--- config.mk ---
export PLATFORM = sky130hd
export DESIGN_NAME = sync_fifo
export DESIGN_NICKNAME = d
export VERILOG_FILES = /design/src/rtl/sync_fifo_pkg.sv /design/src/rtl/sync_fifo_mem.sv /design/src/rtl/sync_fifo.sv
export SDC_FILE = /design/constraint.sdc
export NUM_CORES = 1
export LEC_CHECK = 0
export ABC_AREA = 1
export BUFFER_PORTS_ARGS = -buffer_cell sky130_fd_sc_hd__buf_4
export CAP_MARGIN = 20
export CORE_MARGIN = 2
export CORE_UTILIZATION = 30
export CTS_BUF_LIST = sky130_fd_sc_hd__clkbuf_2
export DETAILED_ROUTE_END_ITERATION = 8
export PLACE_DENSITY = 0.52
export SYNTH_ARGS = -nofsm -noshare
export SYNTH_HDL_FRONTEND = slang
export SYNTH_SLANG_ARGS = --single-unit
--- constraint.sdc ---
create_clock -name clk -period 2.41 [get_ports clk]
set_input_delay 0.482 -clock clk [delete_from_list [all_inputs] [get_ports clk]]
set_output_delay 0.482 -clock clk [all_outputs]
set_load 0.05 [all_outputs]
--- src/rtl/sync_fifo_pkg.sv ---
// Shared constants and helpers for the synchronous FIFO.
// The pointer-width helper adds one wrap bit that tells full apart from empty.
package sync_fifo_pkg;

    localparam int DEFAULT_WIDTH = 4;
    localparam int DEFAULT_DEPTH = 16;

    function automatic int ptr_width(input int depth);
        return $clog2(depth) + 1;
    endfunction

endpackage

--- src/rtl/sync_fifo_mem.sv ---
// Storage array for the FIFO: one synchronous write port and one registered read port.
// The read register is cleared by reset. The array contents are not.
module sync_fifo_mem
    import sync_fifo_pkg::*;
#(
    parameter int width = DEFAULT_WIDTH,
    parameter int depth = DEFAULT_DEPTH,
    parameter int aw    = $clog2(depth)
) (
    input  logic             clk,
    input  logic             rst,
    input  logic             i_we,
    input  logic [aw-1:0]    i_waddr,
    input  logic [width-1:0] i_wdata,
    input  logic             i_re,
    input  logic [aw-1:0]    i_raddr,
    output logic [width-1:0] o_rdata
);

    logic [width-1:0] r_mem [depth];
    logic [width-1:0] r_rdata;

    // NOTE: the storage array gets no reset, so it can map onto plain RAM.
    // Stale words are never visible, because the pointers gate every read.
    always_ff @(posedge clk) begin
        if (i_we) begin
            r_mem[i_waddr] <= i_wdata;
        end
    end

    // NOTE: sequential state is updated only with non-blocking assignments.
    always_ff @(posedge clk or negedge rst) begin
        if (!rst) begin
            r_rdata <= '0;
        end else if (i_re) begin
            r_rdata <= r_mem[i_raddr];
        end
    end

    assign o_rdata = r_rdata;

endmodule

--- src/rtl/sync_fifo.sv ---
// Single-clock FIFO with registered read data and combinational full/empty flags.
// The pointer and flag logic live here. Storage is in sync_fifo_mem.
module sync_fifo
    import sync_fifo_pkg::*;
#(
    parameter int width = DEFAULT_WIDTH,
    parameter int depth = DEFAULT_DEPTH
) (
    input  logic             clk,
    input  logic             rst,
    input  logic             w_en,
    input  logic             r_en,
    input  logic [width-1:0] data_in,
    output logic [width-1:0] data_out,
    output logic             full,
    output logic             empty
);

    localparam int PW = ptr_width(depth);
    localparam int AW = PW - 1;

    logic [PW-1:0] r_wptr;
    logic [PW-1:0] r_rptr;
    logic          w_wr_acc;
    logic          w_rd_acc;

    assign w_wr_acc = w_en && !full;
    assign w_rd_acc = r_en && !empty;

    // The pointers are equal when the FIFO is empty.
    // Equal indexes with different wrap bits mean the FIFO is full.
    assign empty = (r_rptr == r_wptr);
    assign full  = (r_rptr[AW-1:0] == r_wptr[AW-1:0]) && (r_rptr[AW] != r_wptr[AW]);

    always_ff @(posedge clk or negedge rst) begin
        if (!rst) begin
            r_wptr <= '0;
            r_rptr <= '0;
        end else begin
            if (w_wr_acc) begin
                r_wptr <= r_wptr + PW'(1);
            end
            if (w_rd_acc) begin
                r_rptr <= r_rptr + PW'(1);
            end
        end
    end

    sync_fifo_mem #(
        .width (width),
        .depth (depth),
        .aw    (AW)
    ) u_mem (
        .clk     (clk),
        .rst     (rst),
        .i_we    (w_wr_acc),
        .i_waddr (r_wptr[AW-1:0]),
        .i_wdata (data_in),
        .i_re    (w_rd_acc),
        .i_raddr (r_rptr[AW-1:0]),
        .o_rdata (data_out)
    );

endmodule

### Word level (Yosys, flattened, before mapping)

Memory sizes are Yosys's and may differ from the RTL's. A register that Yosys moved wholly into a read port is not among the register bits.
Index checks and enable logic that the tools add are counted.

* add/sub/neg operators: 2
* eq/ne operators: 3
* mux-type cells: 2
* reductions and logical operators: 6

Operator list (number)
* adder 5 x 1 -> 5 bit, second input constant: 2
* equality test 5 bit: 1
* equality test 4 bit: 1
* logical AND 1 bit: 3
* zero test 1 bit: 3
* two-way mux 1 bit: 2
* inequality test 1 bit: 1

* register bits after elaboration: 10
* RAM bits: 64
* output and inout port bits: 6
* memories: 1

Memory list
* u_mem.r_mem: depth 16, width 4, rd ports 1, clocked after Yosys merged registers in 1, wr ports 1, RTL line sync_fifo_mem.sv:20 `logic [width-1:0] r_mem [depth];`

### Depth between registers and ports, before layout

* depth in word-level cells: 6
* depth in mapped cells: 12

### Modules after synthesis

From an unflattened synthesis, not the netlist that was laid out.

* cell total of the unflattened synthesis: 343
* area total of the unflattened synthesis: 3534.6 µm²

Modules (own cells, without submodules)
* sync_fifo_mem: instances 1, cells an instance 257, area an instance 2879.0 µm², seq. area each 2021.9 µm²
* sync_fifo: instances 1, cells an instance 86, area an instance 655.6 µm², seq. area each 250.2 µm²

### Worst setup path after synthesis

No wires, ideal clock.

* kind: reg-to-reg
* start: register r_rptr[0]
* end: memory u_mem.r_mem[10][0] in the netlist's numbering (enable)
* library setup time: 0.361 ns
* data arrival time: 1.376 ns
* data required time: 2.049 ns
* slack: 0.673 ns
* stages on the path, launching flop included: 10
* buffers on the path: 2
* period minus slack after synthesis: 1.737 ns
* cells stage by stage: dfrtp_1 > buf_4 > inv_2 > nand2_2 > nand2_2 > a21oi_4 > nand3_2 > nand2_4 > buf_6 > nor3_1

* longest elaborated chain between the ends: 6

Ends and longest elaborated chain
* start: declaration: RTL line sync_fifo.sv:23 `logic [PW-1:0] r_rptr;`
* start signal: assignment: RTL line sync_fifo.sv:44 `r_rptr <= r_rptr + PW'(1);`
* equality test 4 bit: RTL line sync_fifo.sv:33 `assign full = (r_rptr[AW-1:0] == r_wptr[AW-1:0]) && (r_rptr[AW] != r_wptr[AW]);`
* logical AND 1 bit: RTL line sync_fifo.sv:33
* zero test 1 bit: RTL line sync_fifo.sv:27 `assign w_wr_acc = w_en && !full;`
* logical AND 1 bit: RTL line sync_fifo.sv:27
* two-way mux 1 bit: RTL line sync_fifo_mem.sv:26 `if (i_we) begin`
* two-way mux 1 bit (not written as such): RTL line sync_fifo_mem.sv:27 `r_mem[i_waddr] <= i_wdata;`
* end: declaration: RTL line sync_fifo_mem.sv:20

No other way between the ends.

### Worst setup path in the final report

* start: register r_wptr[2]
* end: output port empty

* longest elaborated chain between the ends: 1

Ends and longest elaborated chain
* start: declaration: RTL line sync_fifo.sv:22 `logic [PW-1:0] r_wptr;`
* start signal: assignment: RTL line sync_fifo.sv:41 `r_wptr <= r_wptr + PW'(1);`
* equality test 5 bit: RTL line sync_fifo.sv:32 `assign empty = (r_rptr == r_wptr);`
* end: declaration: RTL line sync_fifo.sv:16 `output logic empty`

No other way between the ends.

==> impl_metrics.ini <==
[status]
outcome = completed

[critical_path]
critical_path_class = reg2out
reg2reg_from = r_wptr[0]
cp.arrival_ns = 1.75
required_ns = 1.93
critPathLaunchType = flop
reg2reg_depth = 7
endpoint_kind = primary output
r2r_end = u_mem.r_mem[7][3]
r2r_slack_ns = 0.50
critPathMaxFanout = 8

[yosys]
syn_nets = 411
yosysWarnings = 0
synth-seq-cells = 78
syn_avg_cell_area_um2 = 9.365
synth-compound-area-share_pct = 0.8056
synthCells = 398
synth_fa_ha_area_share_pct = 1.678
muxShareOfSynthArea_pct = 0
synth-simple-area-share_pct = 23.83
synth.distinct_cells = 21
syn-cell-area_um2 = 3727
synth_top_family_by_area = simple AND/OR/NAND/NOR gates
synth_seq_area_share_pct = 60.96
synth_xor_xnor_area_share_pct = 2.115

[power_and_ir_drop]
combPwrFrac_pct = 42.9
power_frac_seq_pct = 40.0
power_mw = 4.545
power_density_nw_per_um2 = 1069
leakage_nw = 1.976
max-vdd-ir-drop_uv = 367.4
sw_frac_of_total_pct = 41.12
pwr-share-clk_pct = 17.1
p_int_mw = 2.676
p_sw_mw = 1.869

[route]
drt_first_pass_iters = 4
drt-initial-drc-count = 162
wl_per_cell_um = 13.05
wl_mm = 7.881
drcViolationCount = 0
viasPerCell = 4.195
ant_nets = 0
vias = 2534

[finish]
fillCellCount = 1262
multi_input_area_um2 = 1060
area_growth_pct = 14.03
seq_area_um2 = 2277
fin_nets = 444
drive_gt1_share_pct = 15.60
antenna_cells = 0

[sta]
hold_violations = 0
fin_skew_ns = 0.03758
slew-limit-headroom_pct = 59.65
tns_ns = 0
rsz0062_at_grt = no
min_period_over_period_pct = 92.62
worst-slew-pin-transition_ns = 0.6006
setup-violations-final = 0
period_minus_slack_ns = 2.232
drv_slew = 0
fmax_mhz = 448.0

[global_routing]
grt_pass1_vias = 2413
grt_use_total_pct = 12.63
grt_first_pass_wirelength_mm = 12.56
grt_max_degree = 34
grt_overflow = 0
antenna_found_initial = 0
grt-busiest-layer = met2
use_met2_pct = 20.43
use_met3_pct = 2.301
use_met1_pct = 16.59

[cts]
clock_latency_ns = 0.52
h-tree-depth = 3
cts_buffer_depth = 2
cts-buffers-inserted = 9
clock-sinks = 78
cts_tree = yes
clkTransAtPathRegs_ns = 0.22
root_buffer = clkbuf_2

[floorplan]
coreArea_um2 = 12060
initial_utilization_pct = 30.90
std_cell_rows = 40
ios = 14
die_y_um = 115.5
die_x_um = 115.5
dieArea_um2 = 13330

[worst_hold_path]
hold_start = data_in[1]
holdPathEnd = u_mem.r_mem[3][1]
whs_path_depth = 1
hp-class = in2reg

[placed_design]
port_buffers = 13
gp_congestion = 0.8074
hpwl_mm = 5.227

[job]
maxCapViolations = 0
[layer usage]
metal / part of all wire (%) / wire (µm)
met1: 46 / 3649
met2: 48 / 3786
met3: 4.0 / 317
met4: 1.6 / 127
met5: 0 / 0
[layout make-up]
class | instances | area share [%]
flip-flops and latches | 78 | 53.58
multi-input cells | 227 | 24.93
inverters | 78 | 6.888
repair buffers | 37 | 6.594
well taps | 168 | 4.946
clock inverters | 5 | 1.766
clock buffers | 11 | 1.295
[state kept, by name, indices dropped and copies added, names as in the netlist]
register and flops:
r_rptr 5, u_mem.r_mem 64, r_wptr 5, u_mem.o_rdata 4
[cells by family (layout without fill, tap and decap cells)]
logic type,count (synthesis),after routing
and+or+nand+nor,210,210
buffers and inverters,93,131
DFF,78,78
xor gates and xnor gates,9,9
adders and majority gates,5,5
AOI/OAI and AO/OA,3,3
[worst max path at each step]
| stage | start | endpoint | cells past startpoint |
|---|---|---|---|
| 2_1_floorplan | r_rptr[0] | u_mem.r_mem[10][0] | 9 |
| 3_3_place_gp | r_rptr[2] | u_mem.r_mem[14][0] | 5 |
| 3_5_place_dp | r_rptr[2] | u_mem.r_mem[7][1] | 5 |
| 4_1_cts | r_rptr[2] | empty | 5 |
| 5_1_grt | r_wptr[2] | empty | 5 |
| 6_report | r_wptr[2] | empty | 5 |
[placed cells by master, fill, tap and decap left out]
master / count
inv_2: 3
nand3_1: 44
nand3_2: 1
dfrtp_2: 4
xor2_1: 5
xnor2_1: 4
nor2_1: 3
inv_1: 75
nand2_4: 1
clkbuf_2: 11
bufinv_16: 2
ha_1: 5
o21ai_0: 1
dfrtp_1: 10
dlygate4sd3_1: 1
nor3_1: 15
a21oi_4: 1
o21ai_2: 1
nand2_1: 141
nand2_2: 5
buf_4: 36
edfxtp_1: 64
clkinv_2: 3
[critical path, stage by stage (launching register included)]
cell and delay (ns):
dfrtp_2 0.52, xor2_1 0.16, nor2_1 0.16, nand3_1 0.13, inv_1 0.07, buf_4 0.19
[what timing repair did]
action | in CTS | in global routing
pin swaps | 0 | 0
setup buffers | 0 | 6
endpoints found under the hold margin | 14 | 0
resized for setup | 1 | 3
hold buffers | 1 | 0
setup endpoints to repair | 2 | 2
[power by group through the flow]
| stage | combinational [mW] | sequential (mW) | clock, mW |
|---|---|---|---|
| finish | 1.95 | 1.82 | 0.777 |
| global route | 2.16 | 1.84 | 0.866 |
| CTS | 1.88 | 1.83 | 0.809 |
| detailed placement | 1.87 | 1.86 | 0 |
| global placement | 1.87 | 1.85 | 0 |
| floorplan | 1.32 | 1.90 | 0 |
[synth_stat cells]
master / n / share of area (%)
buf_6: 3 / 0.91
inv_1: 75 / 7.6
a21oi_4: 1 / 0.44
o21ai_0: 1 / 0.13
ha_1: 5 / 1.7
buf_4: 4 / 0.81
nand2_4: 1 / 0.30
o21ai_2: 1 / 0.24
nand2_2: 5 / 0.84
xor2_1: 5 / 1.2
dfrtp_1: 14 / 9.4
nor2_1: 3 / 0.30
nand2_1: 141 / 14
nand3_2: 1 / 0.27
edfxtp_1: 64 / 52
buf_2: 7 / 0.94
inv_2: 3 / 0.30
clkbuf_1: 1 / 0.10
xnor2_1: 4 / 0.94
nand3_1: 44 / 5.9
nor3_1: 15 / 2.0
[metrics by stage]
step / area [µm²] / hold slack [ns] / cells / setup slack, ns / util [%]
final: 4250 / 0.2940 / 604 / 0.1779 / 35.24
after global routing: 4250 / 0.2384 / 604 / 0.01295 / 35.24
after detailed placement: 4060 / 0.3465 / 581 / 0.4833 / 33.66
after CTS: 4202 / 0.2540 / 598 / 0.05382 / 34.83
after floorplan: 3727 / 0.1864 / 398 / 0.6726 / -
after global placement: 4060 / 0.3475 / 581 / 0.5321 / 33.66
No activity file was read; power rests on OpenSTA's default activity.
